File: src/rtl/serial_adder_ctrl.sv
// serial_adder_ctrl
// Bit-serial add/subtract sequencer driving an external full-adder cell.
// Operands are loaded into shift registers, then one bit pair per clock is
// presented to the cell (LSB first) while its Sum/Carry are collected.
//
// Handshakes: a transfer happens on a rising edge where valid and ready are
// both 1. A producer holds valid and its data stable until that edge. The
// block never raises IN_READY and OUT_VALID together, so a result handoff
// and an operand load never share an edge.
//
// Ports
//   CLK, RST           clock, synchronous active-high reset
//   IN_VALID/IN_READY  operand handshake (A_IN, B_IN, CIN, SUB)
//   FA_A/FA_B/FA_C     bit pair and carry to the full-adder cell
//   FA_SUM/FA_CARRY    cell outputs, sampled every SHIFT edge
//   OUT_VALID/OUT_READY result handshake (SUM_OUT, COUT, OVF)
//   dbg_state          current FSM state (0 idle, 1 shift, 2 done)
module serial_adder_ctrl #(
  parameter int N = 8
) (
  input  logic         CLK,
  input  logic         RST,
  input  logic         IN_VALID,
  output logic         IN_READY,
  input  logic [N-1:0] A_IN,
  input  logic [N-1:0] B_IN,
  input  logic         CIN,
  input  logic         SUB,
  output logic         FA_A,
  output logic         FA_B,
  output logic         FA_C,
  input  logic         FA_SUM,
  input  logic         FA_CARRY,
  output logic         OUT_VALID,
  input  logic         OUT_READY,
  output logic [N-1:0] SUM_OUT,
  output logic         COUT,
  output logic         OVF,
  output logic [1:0]   dbg_state
);

  localparam int CW = $clog2(N);
  localparam logic [CW-1:0] CNT_LAST = CW'(N - 1);

  localparam logic [1:0] S_IDLE  = 2'd0;
  localparam logic [1:0] S_SHIFT = 2'd1;
  localparam logic [1:0] S_DONE  = 2'd2;

  logic [1:0]    state;
  logic [CW-1:0] cnt;
  logic [N-1:0]  a_sr;
  logic [N-1:0]  b_sr;
  // Only N-1 collected bits are kept: the final Sum bit goes straight into
  // the result register on the MSB edge.
  logic [N-2:0]  sum_sr;
  logic [N-1:0]  sum_cat;
  logic          carry_reg;
  logic [N-1:0]  sum_out_r;
  logic          cout_r;
  logic          ovf_r;
  logic          shifting;

  assign sum_cat  = {FA_SUM, sum_sr};
  assign shifting = (state == S_SHIFT);

  always_ff @(posedge CLK) begin
    if (RST) begin
      state     <= S_IDLE;
      cnt       <= '0;
      a_sr      <= '0;
      b_sr      <= '0;
      sum_sr    <= '0;
      carry_reg <= 1'b0;
      sum_out_r <= '0;
      cout_r    <= 1'b0;
      ovf_r     <= 1'b0;
    end else begin
      case (state)
        S_IDLE: begin
          if (IN_VALID) begin
            a_sr      <= A_IN;
            // Subtract as A + ~B + 1.
            b_sr      <= SUB ? ~B_IN : B_IN;
            carry_reg <= SUB ? 1'b1 : CIN;
            cnt       <= '0;
            state     <= S_SHIFT;
          end
        end
        S_SHIFT: begin
          sum_sr    <= sum_cat[N-1:1];
          carry_reg <= FA_CARRY;
          a_sr      <= a_sr >> 1;
          b_sr      <= b_sr >> 1;
          if (cnt == CNT_LAST) begin
            cnt       <= '0;
            sum_out_r <= sum_cat;
            cout_r    <= FA_CARRY;
            // Overflow: carry into the MSB differs from carry out of it.
            ovf_r     <= carry_reg ^ FA_CARRY;
            state     <= S_DONE;
          end else begin
            cnt <= cnt + CW'(1);
          end
        end
        S_DONE: begin
          if (OUT_READY) begin
            state <= S_IDLE;
          end
        end
        default: begin
          state <= S_IDLE;
        end
      endcase
    end
  end

  // Cell inputs come from registers only, gated to zero outside SHIFT.
  assign FA_A      = shifting & a_sr[0];
  assign FA_B      = shifting & b_sr[0];
  assign FA_C      = shifting & carry_reg;

  assign IN_READY  = (state == S_IDLE);
  assign OUT_VALID = (state == S_DONE);
  assign SUM_OUT   = sum_out_r;
  assign COUT      = cout_r;
  assign OVF       = ovf_r;
  assign dbg_state = state;

endmodule

File: config.mk
export PLATFORM = sky130hd
export DESIGN_NAME = serial_adder_ctrl
export DESIGN_NICKNAME = d
export VERILOG_FILES = /design/src/rtl/serial_adder_ctrl.sv
export SDC_FILE = /design/constraint.sdc
export NUM_CORES = 1
export LEC_CHECK = 0
export CAP_MARGIN = 20
export CELL_PAD_IN_SITES_DETAIL_PLACEMENT = 1
export CELL_PAD_IN_SITES_GLOBAL_PLACEMENT = 2
export CORE_UTILIZATION = 26
export DETAILED_ROUTE_END_ITERATION = 16
export PLACE_DENSITY_LB_ADDON = 0.3
export REMOVE_ABC_BUFFERS = 1
export SLEW_MARGIN = 20
export SYNTH_ARGS = -nofsm -noshare
export SYNTH_HDL_FRONTEND = slang
export SYNTH_SLANG_ARGS = --single-unit
File: constraint.sdc
create_clock -name CLK -period 1.5 [get_ports CLK]
set_clock_uncertainty 0.15 [all_clocks]
set_input_delay 0.15 -clock CLK [delete_from_list [all_inputs] [get_ports CLK]]
set_output_delay 0.15 -clock CLK [all_outputs]
set_load 0.005 [all_outputs]
==> results.yml, run 1 <==
drt:
  wire_per_inst_um: 14.04
  drtAntennaViolNets: 0
  drt_pass1_iterations: 10
  via_per_inst: 4.748
  vias: 1638
  drtIter0Drc: 32
  detail_route.wirelength_um: 4844
  route.detailed.drc: 2
setup_path:
  cp.required_ns: 1.58
  cp-end-kind: "flip-flop"
  cp.arrival_ns: 1.56
  critPathMaxFanout: 5
  worstSetupStartpointType: "flip-flop"
  r2r-start: "cnt[0]"
  critPathLaunch: "cnt[0]"
  worst-setup-path-type: "flip-flop to flip-flop"
hold_path:
  min_from: "FA_SUM"
  min_path_type: "input pin to flip-flop"
synthesis:
  synth_area_leaders: "dfxtp_1 44%, a21oi_1 9.3%, nand2_1 7.4%"
  ys_seq_elements: 39
  seq_area_frac_synth_pct: 43.79
  synth_area_sq_um: 1783
  yosys.area.top_type: "dfxtp_1"
  syn_inst: 212
  synth_top_area_share_pct: 43.79
  synth.distinct_cells: 30
  ys_warn_count: 0
  postSynthAreaPerCell_sq_um: 8.410
die:
  io_pins: 41
  dieArea_sq_um: 7193
  start_util_pct: 27.45
  core-area_sq_um: 6495
  die_w_um: 84.81
  fp-row-count: 29
  die_h_um: 84.81
power:
  p_switching_mw: 0.5822
  p_int_mw: 1.769
  pwr-share-comb_pct: 15.8
  power_frac_seq_pct: 47.4
  finalPower_mw: 2.351
  ir_drop_mv: 0.3658
  powerDensity_nw_per_um2: 876.3
  p_clk_share_pct: 36.8
  p_leak_nw: 0.9817
  p_sw_share_pct: 24.77
clocking:
  htreeDepth: 2
  cts_root_buffer: "clkbuf_8"
  clock_latency_ns: 0.30
  path_clk_slew_ns: 0.08
  numClockSinks: 39
  cts_tree: "done"
  clk_path_buf_depth: 2
  cts_buffers: 5
global_route:
  grt_overflow: 0
  grt_pass1_vias: 1650
  grt_max_degree: 40
  antenna_found_initial: 0
  track_usage_pct: 14.09
  grt_first_pass_wirelength_um: 7921
run_status:
  failed_checks: "DRC"
  status: "complete, but fails checks"
cells_and_area:
  design_area_sq_um: 2683
  syn_to_final_growth_pct: 50.46
  layout-drive-gt1-share_pct: 32.09
  final_net_count: 294
  n_antenna_cell: 0
sta:
  fmax_mhz: 674.7
  fin_crit_ns: 1.482
  worstMarginPinSlew_ns: 0.4725
  fin_ws_ns: 0.01779
  period_share_pct: 98.81
  hold_ws_ns: 0.2766
  hold_viol: 0
  relSlewSlack_pct: 68.50
  rsz0062_at_grt: "yes"
  slew_viol_final: 0
  finalSetupViolCount: 0
placement:
  hpwl_um: 3051
  place_area_sq_um: 2342
  numPortBuffers: 40
  preCtsSetupSlack_ns: -0.1946
  gp_congestion: 0.7235
run:
  drv_cap: 0
==> per-stage QoR <==
step                      instances  TNS [ns]  utilization, %
after floorplan                 194    -6.881               -
after global placement          332    -2.701           36.06
after detailed placement        332    -2.599           36.06
after CTS                       343  -0.05620           40.11
after global routing            345   -0.3310           41.30
final                           345         0           41.30
==> placed cells by master (no fill, tap or decap), types with 2 or more instances in the layout <==
cell type	instances
a21oi_2	3
buf_2	4
a21oi_1	30
o22ai_2	7
nor2b_4	2
dlygate4sd2_1	3
nor2_4	2
nand2_2	3
dfxtp_1	34
inv_1	8
buf_4	13
nand2_1	31
a22oi_1	3
nor2_1	21
a22oi_2	8
dfxtp_2	3
clkdlybuf4s50_1	33
ha_4	2
xnor2_1	8
clkbuf_8	5
dfxtp_4	2
buf_6	12
o221a_2	8
==> Yosys cell counts, drive strengths merged <==
| library cell | instances |
|---|---|
| a21oi | 33 |
| nor2 | 23 |
| inv | 9 |
| xor2 | 1 |
| buf | 13 |
| and2 | 1 |
| o221a | 8 |
| nand2b | 2 |
| or2 | 1 |
| ha | 2 |
| xnor2 | 8 |
| and3b | 1 |
| or3 | 1 |
| a22oi | 11 |
| nand2 | 35 |
| mux2 | 1 |
| a221oi | 1 |
| o21bai | 1 |
| o22ai | 8 |
| a211oi | 1 |
| nor2b | 3 |
| nor3 | 2 |
| nand3b | 1 |
| dfxtp | 39 |
| clkbuf | 5 |
| o21ai | 1 |
==> power by group through the flow <==
stage	sequential [mW]	combinational, mW	clock (mW)
after detailed placement	1.13	0.335	0
after CTS	1.11	0.361	0.894
after global routing	1.12	0.408	0.929
final	1.11	0.371	0.866
after floorplan	1.13	0.150	0
after global placement	1.13	0.330	0
==> what timing repair did <==
action                     in CTS  in global routing
setup buffers                   3                  1
setup endpoints to repair      16                 23
hold buffers                    0                  0
cloned                          1                  1
pin swaps                       7                 10
resized for setup              55                 20
==> area by class of cell <==
cell class | count | area (sq um)
inverters | 9 | 33.78
repair buffers | 67 | 634.4
clock buffers | 6 | 72.57
multi-input cells | 146 | 1023
well taps | 77 | 96.34
flip-flops and latches | 39 | 792.0
clock inverters | 1 | 30.03
fillers | 769 | 3812
==> worst max-delay path: stages (launching register included) <==
cell	delay, ns
dfxtp_2	0.35
ha_4	0.16
ha_4	0.15
buf_6	0.11
nand3b_1	0.16
buf_6	0.16
nand2_1	0.05
a21oi_1	0.11
==> logic make-up (layout without fill, tap and decap cells) <==
kind of cell	Yosys count	count (layout)	synth area share (%)
DFF	39	39	43.79
muxes	1	1	0.6315
AOI/OAI and AO/OA	64	64	26.04
and+or+nand+nor	70	70	16.49
xor gates and xnor gates	9	9	4.421
adders and majority gates	2	2	1.403
buffers and inverters	27	83	7.228
==> metal layers <==
| layer | up-vias | wire length [um] | global-route usage (%) | part of all wire [%] |
|---|---|---|---|---|
| li1 | 834 | - | - | - |
| met1 | 770 | 2349 | 18.30 | 48 |
| met2 | 27 | 2255 | 22.76 | 47 |
| met3 | 7 | 163 | 3.210 | 3.4 |
| met4 | 0 | 75 | 5.547 | 1.5 |
| met5 | - | 0 | 0 | 0 |
==> path summary, 6_finish.rpt <==
path	cells after the start	slack, ns	endpoint
hold reg to reg	2	0.30	SUM_OUT[2]
setup / recovery	7	0.02	SUM_OUT[6]
hold / removal	3	0.28	sum_sr[6]
setup reg to reg	7	0.02	SUM_OUT[6]
(Power assumes the default switching activity.)
==> inputs of run 2 (changes only) <==
Settings changed: HOLD_SLACK_MARGIN set to 0.15.
==> results of run 2 <==
Same layout as run 1: the final DEF is identical, and so are final timing and power.
